==> src/rtl/pulse_train_gen.sv <==
// -----------------------------------------------------------------------------
// pulse_train_gen
//
// Purpose:
//   Generates a burst of N count pulses for a level-filtered event counter.
//   Each high phase and each gap lasts at least MIN_LEN clocks, so every pulse
//   is long enough to get through the counter's active-level filter. A
//   start/busy/done handshake controls each burst.
//
// Ports:
//   i_clk       system clock; all logic is clocked on the rising edge
//   i_rst_n     asynchronous active-low reset
//   i_start     start request; sampled only in IDLE
//   i_num       number of pulses; latched when a start is accepted
//   i_high_len  pulse high length in clocks; latched on start (0 -> MIN_LEN)
//   i_low_len   gap length in clocks; latched on start (0 -> MIN_LEN)
//   o_pulse     pulse output; drives the counter clock input
//   o_cnt_en    high while a burst is active; drives the counter enable
//   o_busy      burst in progress
//   o_done      one-cycle strobe at the end of a burst
//   o_sent      pulses completed in the current or last burst
//   o_cnt_rst   (only with PULSE_TRAIN_GEN_CLR_EN) counter clear, 2 clocks
//
// Configuration:
//   PULSE_TRAIN_GEN_CLR_EN - when defined, adds the CLR state and the
//   o_cnt_rst output. An accepted start with i_num!=0 holds o_cnt_rst high
//   for 2 clocks before the first pulse.
// -----------------------------------------------------------------------------
module pulse_train_gen #(
    parameter int CNT_WIDTH = 8,
    parameter int TMR_WIDTH = 8,
    parameter int MIN_LEN   = 16
) (
    input  logic                 i_clk,
    input  logic                 i_rst_n,
    input  logic                 i_start,
    input  logic [CNT_WIDTH-1:0] i_num,
    input  logic [TMR_WIDTH-1:0] i_high_len,
    input  logic [TMR_WIDTH-1:0] i_low_len,
    output logic                 o_pulse,
    output logic                 o_cnt_en,
    output logic                 o_busy,
    output logic                 o_done,
`ifdef PULSE_TRAIN_GEN_CLR_EN
    output logic                 o_cnt_rst,
`endif
    output logic [CNT_WIDTH-1:0] o_sent
);

    localparam logic [TMR_WIDTH-1:0] MIN_L = TMR_WIDTH'(MIN_LEN);

    typedef enum logic [2:0] {
        S_IDLE,
`ifdef PULSE_TRAIN_GEN_CLR_EN
        S_CLR,
`endif
        S_HIGH,
        S_LOW,
        S_DONE
    } state_t;

    state_t               r_state;
    state_t               w_state_next;
    logic [TMR_WIDTH-1:0] r_timer,  w_timer_next;
    logic [CNT_WIDTH-1:0] r_sent,   w_sent_next;
    logic [CNT_WIDTH-1:0] r_num,    w_num_next;
    logic [TMR_WIDTH-1:0] r_high,   w_high_next;
    logic [TMR_WIDTH-1:0] r_low,    w_low_next;
    logic [TMR_WIDTH-1:0] w_high_in_eff;
    logic [TMR_WIDTH-1:0] w_low_in_eff;

    logic r_pulse, r_cnt_en, r_busy, r_done;
`ifdef PULSE_TRAIN_GEN_CLR_EN
    logic r_cnt_rst;
`endif

    // Clamping to MIN_LEN also covers a length of 0.
    assign w_high_in_eff = (i_high_len < MIN_L) ? MIN_L : i_high_len;
    assign w_low_in_eff  = (i_low_len  < MIN_L) ? MIN_L : i_low_len;

    // Next-state logic. The phase timer is loaded with (length-1) on entry to
    // a phase and the phase ends when it reaches 0, so each phase lasts
    // exactly "length" clocks.
    always_comb begin
        w_state_next = r_state;
        w_timer_next = r_timer;
        w_sent_next  = r_sent;
        w_num_next   = r_num;
        w_high_next  = r_high;
        w_low_next   = r_low;
        case (r_state)
            S_IDLE: begin
                if (i_start) begin
                    w_sent_next = '0;
                    if (i_num != '0) begin
                        w_num_next  = i_num;
                        w_high_next = w_high_in_eff;
                        w_low_next  = w_low_in_eff;
`ifdef PULSE_TRAIN_GEN_CLR_EN
                        w_state_next = S_CLR;
                        w_timer_next = TMR_WIDTH'(1);
`else
                        w_state_next = S_HIGH;
                        w_timer_next = w_high_in_eff - TMR_WIDTH'(1);
`endif
                    end else begin
                        w_state_next = S_DONE;
                    end
                end
            end
`ifdef PULSE_TRAIN_GEN_CLR_EN
            S_CLR: begin
                if (r_timer == '0) begin
                    w_state_next = S_HIGH;
                    w_timer_next = r_high - TMR_WIDTH'(1);
                end else begin
                    w_timer_next = r_timer - TMR_WIDTH'(1);
                end
            end
`endif
            S_HIGH: begin
                if (r_timer == '0) begin
                    w_state_next = S_LOW;
                    w_timer_next = r_low - TMR_WIDTH'(1);
                    w_sent_next  = r_sent + CNT_WIDTH'(1);
                end else begin
                    w_timer_next = r_timer - TMR_WIDTH'(1);
                end
            end
            S_LOW: begin
                if (r_timer == '0) begin
                    if (r_sent == r_num) begin
                        w_state_next = S_DONE;
                    end else begin
                        w_state_next = S_HIGH;
                        w_timer_next = r_high - TMR_WIDTH'(1);
                    end
                end else begin
                    w_timer_next = r_timer - TMR_WIDTH'(1);
                end
            end
            S_DONE:  w_state_next = S_IDLE;
            default: w_state_next = S_IDLE;
        endcase
    end

    // Outputs are decoded from the next state and registered, so they change
    // on the same edge as the state and have no path from any input.
    always_ff @(posedge i_clk or negedge i_rst_n) begin
        if (!i_rst_n) begin
            r_state   <= S_IDLE;
            r_timer   <= '0;
            r_sent    <= '0;
            r_num     <= '0;
            r_high    <= '0;
            r_low     <= '0;
            r_pulse   <= 1'b0;
            r_cnt_en  <= 1'b0;
            r_busy    <= 1'b0;
            r_done    <= 1'b0;
`ifdef PULSE_TRAIN_GEN_CLR_EN
            r_cnt_rst <= 1'b0;
`endif
        end else begin
            r_state   <= w_state_next;
            r_timer   <= w_timer_next;
            r_sent    <= w_sent_next;
            r_num     <= w_num_next;
            r_high    <= w_high_next;
            r_low     <= w_low_next;
            r_pulse   <= (w_state_next == S_HIGH);
            r_busy    <= (w_state_next == S_HIGH) || (w_state_next == S_LOW)
`ifdef PULSE_TRAIN_GEN_CLR_EN
                         || (w_state_next == S_CLR)
`endif
                         ;
            r_cnt_en  <= (w_state_next == S_HIGH) || (w_state_next == S_LOW)
`ifdef PULSE_TRAIN_GEN_CLR_EN
                         || (w_state_next == S_CLR)
`endif
                         ;
            r_done    <= (w_state_next == S_DONE);
`ifdef PULSE_TRAIN_GEN_CLR_EN
            r_cnt_rst <= (w_state_next == S_CLR);
`endif
        end
    end

    assign o_pulse   = r_pulse;
    assign o_cnt_en  = r_cnt_en;
    assign o_busy    = r_busy;
    assign o_done    = r_done;
    assign o_sent    = r_sent;
`ifdef PULSE_TRAIN_GEN_CLR_EN
    assign o_cnt_rst = r_cnt_rst;
`endif

endmodule

==> config.mk <==
export PLATFORM = sky130hd
export DESIGN_NAME = pulse_train_gen
export DESIGN_NICKNAME = d
export VERILOG_FILES = /design/src/rtl/pulse_train_gen.sv
export SDC_FILE = /design/constraint.sdc
export NUM_CORES = 1
export LEC_CHECK = 0
export ABC_CLOCK_PERIOD_IN_PS = 2700
export CAP_MARGIN = 10
export CORE_MARGIN = 10
export CORE_UTILIZATION = 41
export DETAILED_ROUTE_END_ITERATION = 7
export GPL_ROUTABILITY_DRIVEN = 1
export SLEW_MARGIN = 40
export SYNTH_ARGS = -nofsm -noshare
export SYNTH_HDL_FRONTEND = slang
export SYNTH_SLANG_ARGS = --single-unit
==> constraint.sdc <==
create_clock -name i_clk -period 2.7 [get_ports i_clk]
set_input_delay 0.54 -clock i_clk [delete_from_list [all_inputs] [get_ports i_clk]]
set_output_delay 0.54 -clock i_clk [all_outputs]
set_load 0.02 [all_outputs]
==> impl_metrics.env <==
export IMPL_status="complete, no violations"
export IMPL_fin_crit_ns=2.62
export IMPL_slew_violations=0
export IMPL_cellLeakagePower_nw=1.49
export IMPL_ys_types=57
export IMPL_worst_path_buf_inv=2
export IMPL_io_buffer_count=38
export IMPL_clk_latency_ns=0.31
export IMPL_synth_area_um2=2740
export IMPL_cts_tree="done"
export IMPL_crit_required_ns=2.95
export IMPL_n_antenna_cell=0
export IMPL_grt_pass1_wl_um=12100
export IMPL_hold_slack_ns=0.147
export IMPL_grt_usage_pct=14.7
export IMPL_p_per_area_nw_per_um2=580
export IMPL_drt_pass1_iterations=4
export IMPL_drtAntennaViolNets=0
export IMPL_synth_cells=304
export IMPL_setup_tns_final_ns=0
export IMPL_final_cell_mix="nand2_1, dfrtp_1, clkdlybuf4s50_1"
export IMPL_initialDrtViolationCount=145
export IMPL_ys_seq_elements=46
export IMPL_cp_slowest_cell="or4_4"
export IMPL_p_sw_w=0.000664
export IMPL_die_h_um=102
export IMPL_worst_slew_pin_transition_ns=0.627
export IMPL_grt_max_degree=30
export IMPL_hpwl_um=5630
export IMPL_drc=0
export IMPL_p_seq_share_pct=46.6
export IMPL_fin_skew_ns=0.00714
export IMPL_path_depth=10
export IMPL_setup_viol=0
export IMPL_antenna_found_initial=0
export IMPL_cts_buffers_inserted=5
export IMPL_fill_cells=598
export IMPL_cp_end_kind="register"
export IMPL_cp_top_family="simple AND/OR/NAND/NOR gates"
export IMPL_vdd_drop_max_mv=0.351
export IMPL_fp_dieArea_um2=10300
export IMPL_die_x_um=102
export IMPL_io_pins=39
export IMPL_p_int_w=0.00135
export IMPL_r2r_cells=7
export IMPL_worstHoldPathType="in2async"
export IMPL_vias_per_cell=5.63
export IMPL_hold_buffers=0
export IMPL_h_tree_depth=2
export IMPL_grt_pass1_vias=2381
export IMPL_syn2layout_area_growth_pct=27.0
export IMPL_synth_edf_count=0
export IMPL_drive_gt1_share_pct=14.7
export IMPL_clk_pin_slew_ns=0.09
export IMPL_relSlewSlack_pct=57.8
export IMPL_clockPowerShare_pct=26.1
export IMPL_overflow=0
export IMPL_fin_nets=392
export IMPL_crit_path_max_fanout=3
export IMPL_core_area_um2=6420
export IMPL_synth_seq_area_share_pct=42.1
export IMPL_syn_num_nets=337
export IMPL_start_util_pct=42.6
export IMPL_std_cell_rows=29
export IMPL_finalCritPeriodShare_pct=97.2
export IMPL_crit_chain="clkdlybuf4s50_1 > or4_4 > nand2_2 > ha_4 > buf_4 > nand2b_1 > or4_1 > a31o_2 > a31oi_2 > o22a_1"
export IMPL_cts_sinks=46
export IMPL_final_hold_viol_count=0
export IMPL_cpPeakStageDelay_ns=0.57
export IMPL_ys_flop_type="dfrtp_1"
export IMPL_root_buffer="clkbuf_8"
export IMPL_rsz0062_at_grt="false"
export IMPL_synth_area_per_cell_um2=9.00
export IMPL_critical_path_startpoint_type="input port"
export IMPL_wirelength_um=7280
export IMPL_drv_cap=0
export IMPL_routedWlPerCell_um=16.7
export IMPL_mostFrequentLayoutCell="nand2_1"
export IMPL_comb_power_share_pct=27.3
export IMPL_vias=2462
export IMPL_sw_frac_of_total_pct=33.0
export IMPL_yosysWarnings=0
export IMPL_arrival_ns=2.88
export IMPL_place_congestion=0.870
export IMPL_cts_path_max_buffers=2
export IMPL_worstSetupPathType="in2reg"
export IMPL_async_flop_share_pct=100
export IMPL_fmaxAchievable_mhz=381
[metrics by stage]
step / total power [W] / util [%] / area (µm²) / cells / setup slack (ns)
floorplan: 0.00128 / - / 2750 / 304 / 0.00128
global placement: 0.00148 / 51.7 / 3320 / 427 / -0.255
detailed placement: 0.00149 / 51.7 / 3320 / 427 / -0.340
CTS: 0.00202 / 53.7 / 3450 / 436 / 0.0555
global route: 0.00214 / 54.1 / 3470 / 437 / 0.00383
finish: 0.00202 / 54.1 / 3470 / 437 / 0.0756
[path summary, 6_finish.rpt]
check                             end           from  slack (ns)
min reg2reg                  r_num[0]       r_num[0]        0.50
min in group i_clk           r_num[0]       r_num[0]        0.50
max                        r_timer[4]  i_high_len[5]        0.08
max in group asynchronous    r_num[1]        i_rst_n        1.85
min                          r_low[0]        i_rst_n        0.15
max reg2reg                r_timer[5]     r_timer[1]        0.32
[power groups by stage]
stage                     Clock [W]  Sequential (W)  Combinational (W)
final                      0.000527        0.000938           0.000550
after global routing       0.000560        0.000961           0.000616
after CTS                  0.000535        0.000937           0.000544
after detailed placement          0        0.000950           0.000538
after global placement            0        0.000945           0.000532
after floorplan                   0        0.000909           0.000366
[logic make-up after synthesis]
family	share of synthesized area, %
flip-flops	42.1
adder cells (fa/ha/maj)	2.74
AND/OR/NAND/NOR	24.7
XOR/XNOR	6.40
AO/OA/AOI/OAI	17.2
other	0.137
multiplexers	2.47
buffers and inverters	4.21
[sequential cells by signal, summed over array words and instances, names as in the netlist]
signal   count
o_busy       1
r_num        8
r_low        8
r_timer      8
r_high       8
o_pulse      1
r_state      3
o_done       1
o_sent       8
[cells in the mapped netlist (all sizes together), types with 3 or more instances]
cell     n  area share [%]
nand2   51             7.0
dfrtp   46              42
o21ai   22             4.0
a21oi   17             3.1
nor2    16             2.2
xor2    13             4.2
inv     10             1.4
or4     10             2.7
clkbuf   9             1.2
nor3     8             1.6
or3      8             1.8
nor4     7             1.6
xnor2    7             2.2
ha       6             2.7
mux2     6             2.5
nand3    6             1.1
o22ai    5             1.1
buf      4             1.3
nand4    4            0.91
o31ai    4             1.1
a31oi    3            0.69
nand2b   3            0.69
nor3b    3            0.82
[routing by layer]
metal  GRT usage (%)  share of wire, %  up-vias
met2            21.8                45       53
met3            2.72               4.8        8
met5               0                 0        -
met4            4.51               1.2        0
met1            21.0                49     1189
li1                -                 -     1212
[repair_timing]
action / CTS / global route
setup buffers: 1 / 1
resized for setup: 3 / 3
gates cloned: 0 / 0
pin swaps: 6 / 4
setup endpoints to repair: 1 / 2
[layout make-up]
| type | count | area (µm²) | area share (%) |
|---|---|---|---|
| multi-input combinational | 234 | 1510 | 43.3 |
| timing repair buffer | 61 | 563 | 16.2 |
| inverter | 11 | 46.3 | 1.33 |
| clock inverter | 3 | 43.8 | 1.26 |
| tap | 77 | 96.3 | 2.77 |
| sequential | 46 | 1150 | 33.1 |
| clock buffer | 5 | 68.8 | 1.98 |
Power figures use the tool's default switching activity.
